### src/rtl/shift_reg_pkg.sv
// rtl/shift_reg_pkg.sv - mode/direction encodings and FSM state type for shift_reg_param
package shift_reg_pkg;

    localparam logic [1:0] MODO_00 = 2'b00;   // shift with serial fill
    localparam logic [1:0] MODO_01 = 2'b01;   // rotate
    localparam logic [1:0] MODO_10 = 2'b10;   // parallel load
    localparam logic [1:0] MODO_11 = 2'b11;   // arithmetic shift

    localparam logic DIR_LEFT  = 1'b0;
    localparam logic DIR_RIGHT = 1'b1;

    typedef enum logic [1:0] {
        IDLE = 2'd0,
        RUN  = 2'd1,
        FIN  = 2'd2
    } state_e;

endpackage

### src/rtl/shift_reg_param_slice.sv
// rtl/shift_reg_param_slice.sv - one SLICE-wide segment: next value and the bit it shifts out
module shift_slice
    import shift_reg_pkg::*;
#(
    parameter int SLICE = 4
) (
    input  logic [SLICE-1:0] q_i,
    input  logic [SLICE-1:0] d_i,
    input  logic [1:0]       modo_i,
    input  logic             dir_i,
    input  logic             left_in_i,
    input  logic             right_in_i,
    output logic [SLICE-1:0] q_o,
    output logic             s_out_o
);

    // Extended vectors keep the slicing legal even for SLICE == 1.
    logic [SLICE:0] ext_l;
    logic [SLICE:0] ext_r;

    assign ext_l = {q_i, left_in_i};
    assign ext_r = {right_in_i, q_i};

    always_comb begin
        q_o     = q_i;
        s_out_o = 1'b0;
        if (modo_i == MODO_10) begin
            q_o     = d_i;
            s_out_o = 1'b0;
        end else if (dir_i == DIR_LEFT) begin
            q_o     = ext_l[SLICE-1:0];
            s_out_o = q_i[SLICE-1];
        end else begin
            q_o     = ext_r[SLICE:1];
            s_out_o = q_i[0];
        end
    end

endmodule

### src/rtl/shift_reg_param.sv
// rtl/shift_reg_param.sv - universal shift register with counted-burst engine; SHIFT_REG_PARITY_EN adds PAR
module shift_reg_param
    import shift_reg_pkg::*;
#(
    parameter int WIDTH = 32,
    parameter int SLICE = 4,
    parameter int CNT_W = 6
) (
    input  logic                   CLK,
    input  logic                   RST,
    input  logic                   ENB,
    input  logic                   DIR,
    input  logic                   S_IN,
    input  logic [1:0]             MODO,
    input  logic [WIDTH-1:0]       D,
    input  logic                   START,
    input  logic [CNT_W-1:0]       STEPS,
    output logic [WIDTH-1:0]       Q,
    output logic [WIDTH/SLICE-1:0] S_OUT,
    output logic                   BUSY,
    output logic                   DONE
`ifdef SHIFT_REG_PARITY_EN
    ,
    output logic                   PAR
`endif
);

    localparam int NS = WIDTH / SLICE;

    state_e             state_q, state_d;
    logic [CNT_W-1:0]   cnt_q, cnt_d;
    logic [1:0]         modo_q, modo_d;
    logic               dir_q, dir_d;
    logic [WIDTH-1:0]   q_q;
    logic [NS-1:0]      s_out_q;

    logic               op_en;
    logic [1:0]         op_modo;
    logic               op_dir;
    logic               fill_lo;
    logic               fill_hi;
    logic [WIDTH-1:0]   q_nxt;
    logic [NS-1:0]      s_out_nxt;

    always_comb begin
        state_d = state_q;
        cnt_d   = cnt_q;
        modo_d  = modo_q;
        dir_d   = dir_q;
        op_en   = 1'b0;
        op_modo = MODO;
        op_dir  = DIR;
        case (state_q)
            IDLE: begin
                if (START) begin
                    modo_d  = MODO;
                    dir_d   = DIR;
                    cnt_d   = STEPS;
                    state_d = (STEPS == '0) ? FIN : RUN;
                end else if (ENB) begin
                    op_en = 1'b1;
                end
            end
            RUN: begin
                op_en   = 1'b1;
                op_modo = modo_q;
                op_dir  = dir_q;
                cnt_d   = cnt_q - 1'b1;
                if (cnt_q == CNT_W'(1)) begin
                    state_d = FIN;
                end
            end
            FIN:     state_d = IDLE;
            default: state_d = IDLE;
        endcase
    end

    // Bits entering the register ends: serial input, wrap-around, or sign/zero fill.
    always_comb begin
        fill_lo = 1'b0;
        fill_hi = 1'b0;
        case (op_modo)
            MODO_00: begin
                fill_lo = S_IN;
                fill_hi = S_IN;
            end
            MODO_01: begin
                fill_lo = q_q[WIDTH-1];
                fill_hi = q_q[0];
            end
            MODO_11: begin
                fill_lo = 1'b0;
                fill_hi = q_q[WIDTH-1];
            end
            default: begin
                fill_lo = 1'b0;
                fill_hi = 1'b0;
            end
        endcase
    end

    for (genvar k = 0; k < NS; k++) begin : g_slice
        logic left_in;
        logic right_in;

        if (k == 0) begin : g_lo
            assign left_in = fill_lo;
        end else begin : g_lo
            assign left_in = q_q[k*SLICE-1];
        end

        if (k == NS-1) begin : g_hi
            assign right_in = fill_hi;
        end else begin : g_hi
            assign right_in = q_q[(k+1)*SLICE];
        end

        shift_slice #(.SLICE(SLICE)) u_slice (
            .q_i        (q_q[k*SLICE +: SLICE]),
            .d_i        (D[k*SLICE +: SLICE]),
            .modo_i     (op_modo),
            .dir_i      (op_dir),
            .left_in_i  (left_in),
            .right_in_i (right_in),
            .q_o        (q_nxt[k*SLICE +: SLICE]),
            .s_out_o    (s_out_nxt[k])
        );
    end

    always_ff @(posedge CLK or posedge RST) begin
        if (RST) begin
            state_q <= IDLE;
            cnt_q   <= '0;
            modo_q  <= MODO_00;
            dir_q   <= DIR_LEFT;
            q_q     <= '0;
            s_out_q <= '0;
        end else begin
            state_q <= state_d;
            cnt_q   <= cnt_d;
            modo_q  <= modo_d;
            dir_q   <= dir_d;
            if (op_en) begin
                q_q     <= q_nxt;
                s_out_q <= s_out_nxt;
            end
        end
    end

`ifdef SHIFT_REG_PARITY_EN
    logic par_q;

    always_ff @(posedge CLK or posedge RST) begin
        if (RST) begin
            par_q <= 1'b0;
        end else begin
            par_q <= op_en ? ^q_nxt : ^q_q;
        end
    end

    assign PAR = par_q;
`endif

    assign Q     = q_q;
    assign S_OUT = s_out_q;
    assign BUSY  = (state_q == RUN);
    assign DONE  = (state_q == FIN);

endmodule
### config.mk
export PLATFORM = sky130hd
export DESIGN_NAME = shift_reg_param
export DESIGN_NICKNAME = d
export VERILOG_FILES = /design/src/rtl/shift_reg_pkg.sv /design/src/rtl/shift_reg_param_slice.sv /design/src/rtl/shift_reg_param.sv
export SDC_FILE = /design/constraint.sdc
export NUM_CORES = 1
export LEC_CHECK = 0
export BUFFER_PORTS_ARGS = -buffer_cell sky130_fd_sc_hd__buf_2
export CAP_MARGIN = 5
export CORE_UTILIZATION = 52
export CTS_CLUSTER_DIAMETER = 80
export DETAILED_ROUTE_END_ITERATION = 10
export PLACE_DENSITY = 0.8
export SYNTH_ARGS = -nofsm -noshare
export SYNTH_HDL_FRONTEND = slang
export SYNTH_SLANG_ARGS = --single-unit
### constraint.sdc
create_clock -name CLK -period 2.2 [get_ports CLK]
set_input_delay 0.11 -clock CLK [delete_from_list [all_inputs] [get_ports CLK]]
set_output_delay 0.11 -clock CLK [all_outputs]
set_load 0.05 [all_outputs]
# Word level (Yosys, flattened, before mapping)
# Index checks and enable logic that the tools add are counted.
[op_classes]
addsub = 1
n_eq_ne = 9
muxes = 45
reduce_logical = 8
[ops]
columns = ["cell", "count"]
rows = [
  ["$mux W4", 16],
  ["$mux W1", 19],
  ["$pmux W6 S2", 1],
  ["$mux W2", 4],
  ["$reduce_and A2 Y1", 4],
  ["$eq A2 B2 Y1 const B", 3],
  ["$eq A6 B1 Y1 const B", 1],
  ["$logic_not A6 Y1", 1],
  ["$mux W6", 1],
  ["$sub A6 B1 Y6 const B", 1],
  ["$eq A2 B1 Y1 const B", 2],
  ["$logic_not A2 Y1", 2],
  ["$pmux W1 S2", 2],
  ["$pmux W2 S2", 1],
  ["$ne A3 B3 Y1 const B", 1],
  ["$pmux W1 S3", 1],
  ["$ne A2 B1 Y1 const B", 1],
  ["$ne A2 B2 Y1 const B", 1],
  ["$reduce_bool A2 Y1", 1],
]
[totals]
reg_bits = 51
inputBits = 46
out_inout_bits = 42
wordCells = 70

# Longest topological paths before layout
# Gate-level depths: netlist of the first run.
[depth]
depth_word = 6
depth_mapped = 7

# By module
# A second synthesis of the first run with hierarchy kept.
[hier_totals]
hier_cells = 249
area_unflattened_um2 = 3050.4
[by_module_without_submodules]
columns = ["module", "instances", "cells_per_inst", "area_each_um2", "seq_area_each_um2"]
rows = [
  ["shift_reg_param", 1, 161, 2139.6, 1276.2],
  ["shift_slice", 8, 11, 113.9, 0.0],
]

# Worst setup path after synthesis of the first run
# Ideal clock, no wire load.
[synth_path]
path_kind = "register to register"
from = "register state_q[0]"
to = "register q_q[11] (netlist: Q[11])"
setup_time_ps = 130
t_arrival_ps = 1410
t_required_ps = 2070
setup_slack_ps = 661
stages_incl_launch_ff = 6
period_less_slack_ps = 1539
cell_sequence = "dfrtp_1 and4bb_2 a31o_2 clkbuf_1 a211oi_1 o21ai_0"
[synth_between]
elab_chain_len = 4
[synth_rtl]
columns = ["element", "line", "rtl"]
rows = [
  ["start: declaration", "shift_reg_param.sv:30", "state_e state_q, state_d;"],
  ["start signal: assignment", "shift_reg_param.sv:139", "state_q <= state_d;"],
  ["$eq A2 B1 Y1", "shift_reg_param.sv:53", "case (state_q)"],
  ["$mux W2 / $mux W1 (equally long branches)", "shift_reg_param.sv:53", ""],
  ["$eq A2 B2 Y1 / $mux W4 (equally long branches)", "shift_reg_param_slice.sv:27, shift_reg_param_slice.sv:30", ""],
  ["$mux W4", "shift_reg_param_slice.sv:27", "if (modo_i == MODO_10) begin"],
  ["end signal: assignment", "shift_reg_param.sv:144", "q_q <= q_nxt;"],
  ["end: declaration", "shift_reg_param.sv:34", "logic [WIDTH-1:0] q_q;"],
]
# Several ways; a longest one is shown, not always the timed one.
# A chain may end at the register's enable or synchronous reset.

# Final worst setup path of the first run
[layout_path]
from = "register state_q[0]"
to = "register q_q[31] (netlist: Q[31])"
[layout_between]
elab_chain_len = 6
[layout_rtl]
columns = ["element", "line", "rtl"]
rows = [
  ["$eq A2 B1 Y1", "shift_reg_param.sv:53", ""],
  ["$mux W2", "shift_reg_param.sv:53", ""],
  ["$eq A2 B2 Y1 (tied with other cells)", "shift_reg_param.sv:82", "case (op_modo)"],
  ["$pmux W1 S3", "shift_reg_param.sv:82", ""],
  ["$mux W4", "shift_reg_param_slice.sv:30", "end else if (dir_i == DIR_LEFT) begin"],
  ["$mux W4", "shift_reg_param_slice.sv:27", ""],
]
# Several ways; a longest one is shown, not always the timed one.

==> flow_summary.yaml, run 1 <==
final_layout:
  areaGrowthSynthToFinish_pct: 16.5
  mostFrequentLayoutCells: "87 x buf_2, 59 x o21ai_0, 57 x nand2_1"
  layout_commonest_cell: "buf_2"
  nets: 457
  num-fill-cells: 506
  drive_above_1_share: 0.276
  antenna_cells: 0
timing:
  finalHoldViolCount: 0
  finalClockSkew_ns: 0.00273
  finalWorstPathRequiredPeriod_ns: 1.83
  min_period_over_period: 0.832
  fin_setup_tns_ns: 0
  grt_setup_unrepaired: "false"
  slew_headroom: 0.564
  setup_viol: 0
  finalMaxSlewViolations: 0
  maxClockFrequency_ghz: 0.546
  tightest_slew_ns: 0.653
setup_path:
  critPathKind: "flip-flop to flip-flop"
  cp-start-kind: "flip-flop"
  required_ns: 2.38
  worstPathMaxFanout: 57
  end_kind: "flip-flop"
  arrival_ns: 2.01
grt:
  grt_start_max_net_pins: 58
  grt_first_pass_wirelength_mm: 12.3
  antenna_found_initial: 0
  grt_remaining_overflow: 0
  grt_use_total: 0.256
  grt_pass1_vias: 2602
cts:
  cts_buffers: 5
  cts_root_buffer: "clkbuf_8"
  numClockSinks: 51
  cts_tree: "yes"
  insertion_delay_ns: 0.31
  cts_htree_levels: 2
  cts.clk_slew.worst_paths_ns: 0.09
  cts_buffer_depth: 2
synth:
  synth_cell_type_count: 42
  synth_seq_area_share: 0.432
  syn-cell-area_um2: 2960
  yosys_warnings: 0
  ys.flop_type: "dfrtp_1"
  avgSynthCellArea_um2: 8.59
  syn_nets: 392
  async_flop_share: 1.00
  synth_top_area_cell: "dfrtp_1"
  synth_edf_count: 0
  synth_top_area_frac: 0.432
  yosys_register_bits: 51
  synthCells: 344
  synth.area.top_cells: "dfrtp_1 43%, o21ai_0 10%, a211oi_1 7.6%"
placement:
  dp_hpwl_mm: 5.13
  port_buffers: 87
  gp_congestion: 0.828
floorplan:
  row_count: 27
  die_area_um2: 5990
  fp.dieW_um: 77.4
  initial_utilization: 0.537
  io_pins: 88
  die_h_um: 77.4
  core_um2: 5510
run:
  maxCapViolations: 0
route:
  routed_via_density: 5.74
  vias: 2768
  drc: 0
  ant_nets: 0
  detail_route.wirelength_mm: 7.27
  firstDrtPassIters: 4
  drtIter0Drc: 177
  wl_per_cell_um: 15.1
status:
  status: "finished clean"
min_path:
  hp-class: "primary input to flip-flop"
==> critical path, stage by stage, from the launching register on <==
cell	delay (ns)
dfrtp_1	0.53
nand2b_4	0.19
a21boi_4	0.21
buf_12	0.24
a21oi_1	0.11
o21ai_0	0.28
o41ai_2	0.14
==> synth_stat cells (all sizes together) (2+ instances only) <==
cell and number:
o21ai 77, nand2 57, dfrtp 51, a211oi 31, buf 26, nor2b 25
clkbuf 11, and2 8, a21oi 6, inv 6, nor2 5, a31oi 4
nand3 4, mux2i 3, nor3 3, o22ai 3, ha 2, nand3b 2
o211ai 2, o31ai 2, o41ai 2
==> kinds of logic after synthesis <==
family	Yosys count	synth area share
adder cells (fa/ha/maj)	2	0.00846
buffers and inverters	43	0.0846
flip-flops	51	0.432
AND/OR/NAND/NOR	110	0.183
multiplexers	3	0.0102
AO/OA/AOI/OAI	135	0.282
==> what timing repair did <==
| action | 4_1_cts | 5_1_grt |
|---|---|---|
| resized for setup | 0 | 0 |
| hold buffers | 1 | 0 |
| endpoints found under the hold margin | 15 | 0 |
| setup buffers | 0 | 0 |
==> through the flow <==
step           setup WS, ns  cells  hold WS [ns]  area (um^2)  utilization
2_1_floorplan         0.661    344         0.215         2960            -
3_3_place_gp          0.443    473        0.0998         3350        0.608
3_5_place_dp          0.385    473         0.112         3350        0.608
4_1_cts               0.389    482        0.0264         3440        0.626
5_1_grt               0.240    482        0.0448         3440        0.626
6_report              0.369    482        0.0267         3440        0.626
==> layout make-up <==
cell class,count,area (um^2),share of cell area
Timing Repair Buffer,95,523,0.152
Multi-Input combinational cell,250,1450,0.420
Clock inverter,2,12.5,0.00363
Clock buffer,6,72.6,0.0211
Tap cell,72,90.1,0.0262
Inverter,6,22.5,0.00654
Sequential cell,51,1280,0.371
==> state kept, by name (all words and copies together) (netlist names) <==
name / flops
S_OUT: 8
modo_q: 2
cnt_q: 6
state_q: 2
dir_q: 1
Q: 32
==> per-layer routing <==
metal  up-vias  routed length, um  global-route usage
met5         -                  0                   0
met4         0                115              0.0830
met3        12                409              0.0341
met2       103               3520               0.417
met1      1313               3230               0.352
li1       1340                  -                   -
==> path summary, 6_finish.rpt <==
check / from / cells past startpoint / slack [ns] / to
worst max-delay path: state_q[0] / 6 / 0.37 / Q[31]
worst min-delay path: STEPS[4] / 2 / 0.03 / cnt_q[4]
worst max register to register: state_q[0] / 6 / 0.37 / Q[31]
worst min register to register: S_OUT[3] / 2 / 0.48 / S_OUT[3]
max in group asynchronous: RST / 4 / 1.30 / Q[28]
min in group asynchronous: RST / 3 / 0.32 / Q[2]
Power of run 1 is not shown: default switching activity piles up to over one toggle a cycle in this logic, so the estimate is an artifact.
==> inputs of run 2 (changes only) <==
==> constraint.sdc (replaced) <==
create_clock -name CLK -period 1.8 [get_ports CLK]
set_input_delay 0.09 -clock CLK [delete_from_list [all_inputs] [get_ports CLK]]
set_output_delay 0.09 -clock CLK [all_outputs]
set_load 0.05 [all_outputs]
==> flow_summary.yaml, run 2 (synthesis results as in run 1) <==
status:
  status: "finished clean"
cts:
  cts.clk_slew.worst_paths_ns: 0.09
  insertion_delay_ns: 0.30
  cts_buffer_depth: 2
  cts_buffers: 5
  cts_tree: "yes"
  numClockSinks: 51
  cts_htree_levels: 2
  cts_root_buffer: "clkbuf_8"
floorplan:
  io_pins: 88
  row_count: 27
  initial_utilization: 0.537
  fp.dieW_um: 77.4
  die_h_um: 77.4
  core_um2: 5510
  die_area_um2: 5990
route:
  drc: 0
  wl_per_cell_um: 15.1
  drtIter0Drc: 112
  ant_nets: 0
  vias: 2780
  detail_route.wirelength_mm: 7.38
  firstDrtPassIters: 4
  routed_via_density: 5.70
final_layout:
  utilization: 0.647
  largest_reg_flops: 32
  final-seq-area_um2: 1280
  antenna_cells: 0
  areaGrowthSynthToFinish_pct: 20.6
  nets: 464
  drive_above_1_share: 0.296
  layout_commonest_cell: "buf_2"
  final_area_um2: 3560
  multiInputGateArea_um2: 1480
  num-fill-cells: 480
  mostFrequentLayoutCells: "87 x buf_2, 58 x o21ai_0, 56 x nand2_1"
setup_path:
  cp-start-kind: "flip-flop"
  slowest_stage: "dfrtp_2"
  worstPathCellList: "nand3b_1, a21boi_4, buf_4, and2_1, a211oi_1, o21ai_0"
  end_kind: "flip-flop"
  arrival_ns: 1.88
  required_ns: 1.98
  worstPathMaxFanout: 16
  critPathKind: "flip-flop to flip-flop"
  slowest_delay_ns: 0.45
  r2r_cells: 6
min_path:
  hp-class: "primary input to flip-flop"
  min_path_cells: 2
grt:
  grtUsageMet3: 0.0424
  met2_usage: 0.433
  grt_remaining_overflow: 0
  grt_pass1_vias: 2651
  grt_start_max_net_pins: 42
  grt_use_total: 0.257
  grtUsageMet1: 0.338
  grt_first_pass_wirelength_mm: 12.4
  grt_busiest_layer: "met2"
  antenna_found_initial: 0
timing:
  maxClockFrequency_ghz: 0.589
  tightest_slew_ns: 0.536
  fin_setup_tns_ns: 0
  slew_headroom: 0.642
  finalClockSkew_ns: 0.00321
  finalMaxSlewViolations: 0
  setup_viol: 0
  finalHoldViolCount: 0
  min_period_over_period: 0.944
  grt_setup_unrepaired: "false"
  finalWorstPathRequiredPeriod_ns: 1.70
run:
  maxCapViolations: 0
placement:
  placed_cell_area_um2: 3400
  port_buffers: 87
  gp_congestion: 0.856
  dp_hpwl_mm: 5.25
[run 2: path summary, 6_finish.rpt]
| check | slack (ns) | from | to |
|---|---|---|---|
| setup / recovery | 0.10 | state_q[1] | Q[4] |
| hold / removal | 0.02 | STEPS[4] | cnt_q[4] |
| setup reg to reg | 0.10 | state_q[1] | Q[4] |
| hold reg to reg | 0.48 | S_OUT[6] | S_OUT[6] |
| max in group asynchronous | 0.76 | RST | state_q[1] |
| min in group asynchronous | 0.37 | RST | Q[6] |
[run 2: what timing repair did]
| action | CTS | global route |
|---|---|---|
| setup endpoints to repair | 0 | 34 |
| endpoints found under the hold margin | 22 | 0 |
| resized for setup | 0 | 8 |
| hold buffers | 1 | 0 |
| buffers inserted | 0 | 2 |
[run 2: layer usage]
| layer | up-vias | share of wire |
|---|---|---|
| li1 | 1359 | - |
| met1 | 1330 | 0.44 |
| met2 | 87 | 0.50 |
| met3 | 4 | 0.052 |
| met4 | 0 | 0.0052 |
| met5 | - | 0 |
[run 2: cell type report]
cell class / instances / share of cell area
Clock inverter: 1 / 0.00842
Tap cell: 72 / 0.0253
Sequential cell: 51 / 0.358
Clock buffer: 6 / 0.0204
Timing Repair Buffer: 102 / 0.165
Inverter: 6 / 0.00632
Multi-Input combinational cell: 250 / 0.416
[run 2: per-stage QoR]
step | hold slack, ns | instances | setup WS, ns
6_report | 0.0211 | 488 | 0.101
3_3_place_gp | 0.171 | 478 | 0.0854
2_1_floorplan | 0.195 | 344 | 0.261
5_1_grt | 0.0157 | 488 | 0.000641
4_1_cts | 0.0136 | 486 | 0.0230
3_5_place_dp | 0.168 | 478 | 0.0350
[run 2: worst max-delay path, delay by kind of cell, from the launching register on]
| family | cells | cell delay (ns) |
|---|---|---|
| flops | 1 | 0.45 |
| compound gates | 3 | 0.52 |
| simple gates | 2 | 0.41 |
| buf+inv | 1 | 0.19 |
Power of run 2 is left out for the same reason.
==> inputs of run 3 (changes only) <==
--- a/config.mk
+++ b/config.mk
@@ -13,4 +13,5 @@
 export PLACE_DENSITY = 0.8
 export SYNTH_ARGS = -nofsm -noshare
 export SYNTH_HDL_FRONTEND = slang
+export SYNTH_HIERARCHICAL = 1
 export SYNTH_SLANG_ARGS = --single-unit
==> flow_summary.yaml, run 3 <==
status:
  status: "complete, but fails checks"
  violations: "setup timing"
final_layout:
  final-seq-area_um2: 1280
  drive_above_1_share: 0.698
  largest_reg_flops: 32
  layout_commonest_cell: "mux2_4"
  antenna_cells: 0
  mostFrequentLayoutCells: "99 x mux2_4, 87 x buf_2, 51 x dfrtp_1"
  nets: 421
  multiInputGateArea_um2: 2350
  num-fill-cells: 287
  areaGrowthSynthToFinish_pct: 52.5
  instances_no_fill: 446
  final_area_um2: 4650
grt:
  grt_first_pass_wirelength_mm: 13.9
  antenna_found_initial: 0
  grt_pass1_vias: 2587
  grt_start_max_net_pins: 52
  grt_remaining_overflow: 0
  grt_use_total: 0.299
run:
  maxCapViolations: 0
min_path:
  hp-start: "STEPS[2]"
  hp-class: "primary input to flip-flop"
  min_path_cells: 3
  min_to: "cnt_q[2]"
timing:
  finalClockSkew_ns: 0.0130
  slew_headroom: 0.376
  finalMaxSlewViolations: 0
  fin_ws_ns: -0.374
  tightest_slew_ns: 0.934
  min_period_over_period: 1.21
  finalWorstPathRequiredPeriod_ns: 2.17
  grt_setup_unrepaired: "true"
  setup_viol: 40
  finalHoldViolCount: 0
  maxClockFrequency_ghz: 0.460
setup_path:
  worstPathCellList: "nand2b_4, mux2_4, mux2i_1, o21ai_1, mux2_4, mux2_4, mux2_4"
  arrival_ns: 2.39
  end_kind: "flip-flop"
  r2r_cells: 7
  slowest_delay_ns: 0.42
  ff2ff_setup_slack_ns: -0.37
  worstPathMaxFanout: 5
  cp-start-kind: "flip-flop"
  cp_num_buf_inv: 0
  timing.rr.end: "Q[31]"
  critPathMostFrequentCell: "mux2_4"
  slowest_stage: "dfrtp_1"
  reg2reg_from: "state_q[1]"
  critPathKind: "flip-flop to flip-flop"
  crit_family: "multiplexers"
  required_ns: 2.01
placement:
  dp_hpwl_mm: 4.50
  port_buffers: 87
  gp_congestion: 0.827
  dp.cells: 409
  placed_cell_area_um2: 3670
floorplan:
  die_h_um: 78.6
  row_count: 27
  initial_utilization: 0.547
  io_pins: 88
  fp.dieW_um: 78.6
  die_area_um2: 6180
  core_um2: 5570
route:
  firstDrtPassIters: 4
  ant_nets: 0
  routed.top_layer: "met4"
  wl_met3_um: 606
  vias: 2668
  drc: 0
  wl_per_cell_um: 23.0
  route.met2.wl_mm: 5.16
  m1WireLength_mm: 4.20
  drtIter0Drc: 189
  detail_route.wirelength_mm: 10.2
  routed_via_density: 5.98
cts:
  cts_tree: "yes"
  cts_root_buffer: "clkbuf_8"
  cts_htree_levels: 2
  numClockSinks: 51
  insertion_delay_ns: 0.32
  cts_buffer_depth: 2
  cts_buffers: 5
  cts.clk_slew.worst_paths_ns: 0.10
synth:
  yosys_warnings: 6
  synth.area.top_cells: "dfrtp_1 42%, mux2_1 27%, mux2_2 15%"
  synth_top_area_cell: "dfrtp_1"
  synthCells: 249
  syn_nets: 297
  avgSynthCellArea_um2: 12.3
  synth_most_common_cell: "mux2_1"
  synth_seq_area_share: 0.418
  synth_edf_count: 0
  yosys_register_bits: 51
  yosys-top-cells-count: "72 x mux2_1, 51 x dfrtp_1, 40 x mux2_2"
  async_flop_share: 1.00
  synth_cell_type_count: 36
  synth_top_area_frac: 0.418
  syn-cell-area_um2: 3050
  ys.flop_type: "dfrtp_1"
-- run 3: cell families after synthesis --
logic type	share of synthesized area
mux	0.429
simple gates	0.0882
flops	0.418
compound gates	0.0369
buf+inv	0.0189
fa+ha+maj	0.00820
-- run 3: through the flow --
stage | TNS (ns) | setup WS, ns | utilization | hold WS, ns
CTS | -8.09 | -0.261 | 0.780 | 0.0108
floorplan | -12.03 | -0.332 | - | 0.195
detailed placement | -10.70 | -0.301 | 0.659 | 0.160
global placement | -8.98 | -0.233 | 0.659 | 0.160
finish | -11.98 | -0.374 | 0.834 | 0.0183
global route | -13.17 | -0.419 | 0.834 | 0.0294
-- run 3: per-layer routing --
metal / global-route usage / up-vias
met5: 0 / -
met2: 0.502 / 127
met4: 0.102 / 0
li1: - / 1163
met3: 0.0535 / 24
met1: 0.387 / 1354
-- run 3: area by class of cell --
type	count	share of cell area
inverter	7	0.00726
timing repair buffer	116	0.176
clock buffer	5	0.0148
clock inverter	3	0.00323
sequential	51	0.274
multi-input combinational	192	0.505
tap	72	0.0194
-- run 3: how the worst max path moves through the flow --
stage / start / end / cells past startpoint
after global placement: state_q[0] / S_OUT[6] / 4
after global routing: state_q[1] / Q[31] / 7
after detailed placement: state_q[0] / Q[0] / 7
final: state_q[1] / Q[31] / 7
after CTS: state_q[1] / Q[9] / 7
after floorplan: state_q[1] / Q[31] / 8
-- run 3: worst min-delay path: stages --
cell      delay [ns]
buf_2           0.09
nand2_1         0.05
o211ai_1        0.08
-- run 3: timing repair --
action / in CTS / in global routing
resized for setup: 106 / 25
hold endpoints to repair: 52 / 0
setup buffers: 5 / 15
hold buffers: 2 / 0
cloned: 7 / 0
endpoints found under the setup margin: 40 / 40
pin swaps: 7 / 7
Power of run 3 is left out for the same reason.
